`config.mk`:
```
export PLATFORM = sky130hd
export DESIGN_NAME = seq_rbs_sub
export DESIGN_NICKNAME = d
export VERILOG_FILES = /design/src/rtl/seq_rbs_sub.sv
export SDC_FILE = /design/constraint.sdc
export NUM_CORES = 1
export LEC_CHECK = 0
export BUFFER_PORTS_ARGS = -buffer_cell sky130_fd_sc_hd__buf_2
export CORE_UTILIZATION = 60
export CTS_BUF_LIST = sky130_fd_sc_hd__clkbuf_2
export DETAILED_ROUTE_END_ITERATION = 8
export GPL_TIMING_DRIVEN = 0
export PLACE_DENSITY = 0.92
export SYNTH_ARGS = -nofsm -noshare
export SYNTH_HDL_FRONTEND = slang
export SYNTH_SLANG_ARGS = --single-unit
```
`constraint.sdc`:
```
create_clock -name clk -period 7.65 [get_ports clk]
set_clock_uncertainty 0.05 [all_clocks]
set_input_delay 0.3825 -clock clk [delete_from_list [all_inputs] [get_ports clk]]
set_output_delay 0.3825 -clock clk [all_outputs]
set_load 0.1 [all_outputs]
```
`src/rtl/seq_rbs_sub.sv`:
```
// -----------------------------------------------------------------------------
// seq_rbs_sub: sequential ripple-borrow subtractor.
//
// Computes diff = (a - b - bin) mod 2^WIDTH and bout = (a < b + bin), one
// CHUNK-bit slice per clock, LSB slice first, with the borrow carried between
// slices in a register. This keeps the combinational path to one CHUNK-bit
// borrow chain plus the slice mux.
//
// Ports:
//   clk    in   1      clock, rising edge
//   rst_n  in   1      asynchronous active-low reset
//   start  in   1      request, sampled only when not busy
//   a      in   WIDTH  minuend, captured on the accepting edge
//   b      in   WIDTH  subtrahend, captured on the accepting edge
//   bin    in   1      borrow-in, captured on the accepting edge
//   busy   out  1      operation in progress
//   done   out  1      one-cycle pulse, diff/bout final
//   diff   out  WIDTH  result (partially updated while busy)
//   bout   out  1      borrow-out, updated only on the final slice
// -----------------------------------------------------------------------------
module seq_rbs_sub #(
  parameter int WIDTH = 32,
  parameter int CHUNK = 8
) (
  input  logic             clk,
  input  logic             rst_n,
  input  logic             start,
  input  logic [WIDTH-1:0] a,
  input  logic [WIDTH-1:0] b,
  input  logic             bin,
  output logic             busy,
  output logic             done,
  output logic [WIDTH-1:0] diff,
  output logic             bout
);

  localparam int N  = WIDTH / CHUNK;
  // One extra bit so the index never needs to wrap.
  localparam int KW = $clog2(N) + 1;

  typedef enum logic [1:0] {
    IDLE = 2'd0,
    RUN  = 2'd1,
    DONE = 2'd2
  } state_e;

  state_e           state_q;
  logic [WIDTH-1:0] a_q, b_q;
  logic [WIDTH-1:0] diff_q;
  logic             brw_q;
  logic             bout_q;
  logic             busy_q;
  logic             done_q;
  logic [KW-1:0]    k_q;

  logic [CHUNK-1:0] a_chunk, b_chunk;
  logic [CHUNK-1:0] diff_chunk_d;
  logic             borrow_d;
  logic             last_chunk;
  logic             accept;

  assign accept = start && (state_q != RUN);

  // Slice select and one CHUNK-bit subtract with borrow.
  always_comb begin
    // NOTE: defaults before the loop keep every path assigned, so no latch is inferred.
    a_chunk = '0;
    b_chunk = '0;
    for (int i = 0; i < N; i++) begin
      if (k_q == KW'(i)) begin
        a_chunk = a_q[i*CHUNK +: CHUNK];
        b_chunk = b_q[i*CHUNK +: CHUNK];
      end
    end
    // CHUNK+1-bit difference: the top bit is 1 exactly when the slice underflows.
    {borrow_d, diff_chunk_d} = {1'b0, a_chunk} - {1'b0, b_chunk} - (CHUNK+1)'(brw_q);
    last_chunk = (k_q == KW'(N - 1));
  end

  // NOTE: operand copies are pure datapath, only read while RUN after a
  // capture, so they carry no reset.
  always_ff @(posedge clk) begin
    if (accept) begin
      a_q <= a;
      b_q <= b;
    end
  end

  // Control FSM with registered handshake outputs.
  always_ff @(posedge clk or negedge rst_n) begin
    if (!rst_n) begin
      // NOTE: sequential state uses non-blocking assignments so every register
      // samples pre-edge values regardless of statement order.
      state_q <= IDLE;
      busy_q  <= 1'b0;
      done_q  <= 1'b0;
      diff_q  <= '0;
      bout_q  <= 1'b0;
      brw_q   <= 1'b0;
      k_q     <= '0;
    end else begin
      case (state_q)
        IDLE, DONE: begin
          done_q <= 1'b0;
          if (start) begin
            state_q <= RUN;
            busy_q  <= 1'b1;
            brw_q   <= bin;
            k_q     <= '0;
          end else begin
            state_q <= IDLE;
          end
        end

        RUN: begin
          for (int i = 0; i < N; i++) begin
            if (k_q == KW'(i)) begin
              diff_q[i*CHUNK +: CHUNK] <= diff_chunk_d;
            end
          end
          brw_q <= borrow_d;
          k_q   <= k_q + KW'(1);
          if (last_chunk) begin
            bout_q  <= borrow_d;
            state_q <= DONE;
            busy_q  <= 1'b0;
            done_q  <= 1'b1;
          end
        end

        default: begin
          state_q <= IDLE;
          busy_q  <= 1'b0;
          done_q  <= 1'b0;
        end
      endcase
    end
  end

  assign busy = busy_q;
  assign done = done_q;
  assign diff = diff_q;
  assign bout = bout_q;

endmodule

```
# [After elaboration in Yosys (flattened, before gate mapping)]
# Cells that the tools add are included.
[word_totals] out_inout_bits=35 input_bits=68 elab_cells=54 ff_bits=105
[classes] mux=20 eq_ne=8 n_reduce_logical=11 add_sub_neg=3
[op_table] operator="$mux W8" count=8
[op_table] operator="$reduce_and A2 Y1" count=6
[op_table] operator="$sub A8 B8 Y9" count=1
[op_table] operator="$sub A9 B1 Y9" count=1
[op_table] operator="$eq A3 B2 Y1 const B" count=2
[op_table] operator="$mux W1" count=6
[op_table] operator="$pmux W3 S2" count=1
[op_table] operator="$ne A2 B2 Y1 const B" count=2
[op_table] operator="$pmux W1 S2" count=2
[op_table] operator="$pmux W2 S2" count=1
[op_table] operator="$add A3 B1 Y3 const B" count=1
[op_table] operator="$eq A3 B1 Y1 const B" count=1
[op_table] operator="$logic_not A3 Y1" count=1
[op_table] operator="$mux W3" count=1
[op_table] operator="$eq A2 B1 Y1 const B" count=1
[op_table] operator="$eq A2 B2 Y1 const B" count=1
[op_table] operator="$logic_not A2 Y1" count=1
[op_table] operator="$mux W2" count=1
[op_table] operator="$ne A2 B1 Y1 const B" count=1
[op_table] operator="$reduce_bool A2 Y1" count=1
[op_table] operator="$reduce_or A2 Y1" count=1
[op_table] operator="$logic_and A1 B1 Y1" count=1

# [Logic depth before layout (Yosys ltp)]
[depth] depth_word=8 mapped_depth=17 depth_no_buf=15

# [Worst setup path before layout]
# OpenSTA, ideal clock, no wires.
[synth_path] path_type="register to register" from="reg k_q[0]" to="reg brw_q" required_ns=7.469 period_less_slack_ns=3.357 arrival_ns=3.176 setup_time_ns=0.131 setup_slack_ns=4.293 path_stages_with_launch=13 path_buffers=2 path_cell_list="dfrtp_1 ha_1 ha_1 clkbuf_1 clkbuf_1 a22o_1 fa_1 fa_1 a21boi_0 o22ai_1 o31ai_1 xor2_1 o21ai_0"
[synth_via] elab_chain_len=8 word_cells_on_any_way=15 classes_between="add/sub (2); eq/ne (3); mux (9); reduce/logical (1)"
[synth_lines] item="from (decl)" line="54" source="logic [KW-1:0] k_q;"
[synth_lines] item="from (signal assigned)" line="122" source="k_q <= k_q + KW'(1);"
[synth_lines] item="$logic_not A3 Y1" line="70" source="if (k_q == KW'(i)) begin"
[synth_lines] item="$mux W8 (4 in a row)" line="70"
[synth_lines] item="$sub A8 B8 Y9 (*)" line="76" source="{borrow_d, diff_chunk_d} = {1'b0, a_chunk} - {1'b0, b_chunk} - (CHUNK+1)'(brw_q);"
[synth_lines] item="$sub A9 B1 Y9 (*)" line="76"
[synth_lines] item="$pmux W1 S2 (*)" line="102" source="case (state_q)"
[synth_lines] item="to (signal assigned)" line="108" source="brw_q <= bin;"
[synth_lines] item="to (signal assigned)" line="121" source="brw_q <= borrow_d;"
[synth_lines] item="to (decl)" line="50" source="logic brw_q;"
# Every way passes the cells marked *; elsewhere a longest branch is shown, timed or not.
# A chain may end at the register's enable or synchronous reset.

# [Final worst setup path]
# Ends and elaborated chain as after synthesis.

==> results.cfg <==
[layout]
syn_to_final_growth_pct = 31.17
nets = 648
post_route_cells_drive_above_1_share_pct = 22.83
fillers = 345
n_antenna_cell = 0

[sta]
max_freq_ghz = 0.2291
maxSlewViolCount = 0
maxSlewHeadroom_pct = 43.96
setup_viol = 0
fin_tns_setup_ns = 0
hold_viol = 0
period_share_pct = 57.05
tightest_slew_ns = 0.8407
period_minus_slack_ns = 4.364
rsz0062_at_grt = no

[clocking]
cts_buffer_depth = 2
clk_pin_slew_ns = 0.27
cts-resized-gates = 0
cts_htree_levels = 3
cts_num_sinks = 104
clock_latency_ns = 0.61
cts_tree = built
clk_root_buffer_cell = clkbuf_2
cts_buffers = 9

[run]
max-cap-violations = 0

[floorplan]
initial_core_util_pct = 62.15
die_x_um = 88.68
die_h_um = 88.68
core_area_um2 = 7253
io_pins = 103
die_area_um2 = 7864
rows = 31

[yosys]
synth_top_area_share_pct = 42.63
ys_warn_count = 0
avgSynthCellArea_um2 = 11.80
synth-seq-area-share_pct = 64.83
synth_largest_area_cell = edfxtp_1
netlist_area_um2 = 4508
synthCells = 382
synth_edf_count = 64
synth-async-reset-ratio_pct = 38.46
dominantRegCellSynth = edfxtp_1
synth_nets = 469
synth_cell_types = 40
synth-seq-cells = 104
synthTopCellsByArea = edfxtp_1 (43%), dfrtp_1 (22%), nand2_1 (5.7%)

[routing]
finalWirelength_um = 13690
viasPerCell = 5.956
wire_per_inst_um = 20.62
drt_iter0_drc = 365
first_pass_iters = 5
ant_nets = 0
vias = 3955
drcViolationCount = 0

[global_route]
track_usage_pct = 36.66
grt_pass1_vias = 3871
grt_max_degree = 41
grt_first_pass_wirelength_um = 20470
antenna_found_initial = 0
gr-total-overflow = 0

[outcome]
status = complete, no violations

[worst_setup_path]
crit_required_ns = 8.08
endpoint_kind = flip-flop
cp.arrival_ns = 4.79
crit_type = reg2reg
reg2reg_depth = 16
ff2ff_setup_slack_ns = 3.29
rr_endpoint = brw_q
r2r-start = k_q[0]
start_kind = flip-flop
cp_max_fo = 10

[hold_path]
min_from = start
whs_path_depth = 3
holdCritPathClass = in2reg
hold_end = state_q[0]

[placed_design]
io_buffers = 102
place.gp.congestion = 0.9044
hpwl_um = 6915
logic make-up (layout without fill, tap and decap cells):
kind of cell               Yosys count  after routing  share of synthesized area (%)
buffers and inverters               36            219                          3.275
xor gates and xnor gates             6              6                          1.166
muxes                                3              3                         0.8048
DFF                                104            104                          64.83
AOI/OAI and AO/OA                  103            103                          13.68
adders and majority gates           19             19                          5.606
and+or+nand+nor                    111            111                          10.63
through the flow:
step	setup slack, ns	hold WS, ns	area (µm²)	utilization, %	instances
after floorplan	4.293	0.03691	4508	-	382
after global placement	3.765	0.4064	5142	70.90	583
after detailed placement	3.496	0.4166	5164	71.19	584
after CTS	3.479	0.02634	5913	81.52	664
after global routing	3.047	0.05670	5913	81.52	664
final	3.286	0.06519	5913	81.52	664
area by class of cell:
class | count | area, µm² | share of cell area [%]
Clock inverter | 6 | 53.80 | 0.9099
Timing Repair Buffer | 168 | 1181 | 19.97
Sequential cell | 104 | 2923 | 49.43
Inverter | 18 | 67.56 | 1.143
Multi-Input combinational cell | 242 | 1439 | 24.33
Buffer | 18 | 80.08 | 1.354
Clock buffer | 9 | 45.04 | 0.7617
Tap cell | 99 | 123.9 | 2.095
layout by cell type (no fill, tap or decap), types with 9 or more instances in the layout:
cell type	n
a21oi_1	20
a22o_1	11
a22oi_1	10
buf_2	103
clkbuf_1	15
clkbuf_2	9
dfrtp_1	40
dlygate4sd3_1	65
edfxtp_1	64
ha_1	17
inv_1	18
nand2_1	69
nor2_1	25
o21ai_0	48
registers in the layout, indices dropped and copies added (netlist names):
register	cells
brw_q	1
bout	1
busy	1
state_q	2
b_q	32
a_q	32
diff	32
k_q	3
how the worst max path moves through the flow:
stage | end | cells after the start | from | slack (ns)
global route | brw_q | 17 | k_q[0] | 3.05
floorplan | brw_q | 12 | k_q[0] | 4.29
detailed placement | brw_q | 16 | k_q[0] | 3.50
global placement | brw_q | 16 | k_q[0] | 3.77
finish | brw_q | 16 | k_q[0] | 3.29
CTS | brw_q | 16 | k_q[0] | 3.48
worst max-delay path, cell delays in order, from the launching register on:
cell and delay, ns:
dfrtp_1 0.51, inv_1 0.11, ha_1 0.15, buf_4 0.20, clkbuf_1 0.51, nand2_1 0.14
nor2_1 0.13, a21oi_1 0.05, o21ai_0 0.20, a22oi_1 0.15, fa_1 0.46, fa_1 0.44
a21boi_0 0.31, o22ai_1 0.18, o31ai_1 0.27, xor2_1 0.26, o21ai_0 0.13
Yosys cell counts, drive strengths merged (2+ instances only):
library cell / number
a31oi: 3
buf: 3
xnor2: 2
ha: 17
dfrtp: 40
mux2: 2
a21oi: 20
a41oi: 3
nor2: 26
nand2b: 4
nand3: 4
a22oi: 10
o31ai: 2
a22o: 11
clkbuf: 15
nand2: 69
o21ai: 48
xor2: 4
inv: 18
fa: 2
edfxtp: 64
metal layers:
layer / share of wire (%) / global-route usage [%] / vias up
met5: 0 / 0 / -
met2: 49 / 61.40 / 344
met3: 11 / 9.515 / 60
met4: 4.7 / 19.50 / 0
met1: 36 / 43.66 / 1836
li1: - / - / 1715
what timing repair did:
action	CTS	global route
hold buffers	65	0
buffers inserted	0	0
hold endpoints to repair	104	0
Power is not shown: default switching activity piles up to over one toggle a cycle in this logic, so the estimate is an artifact.
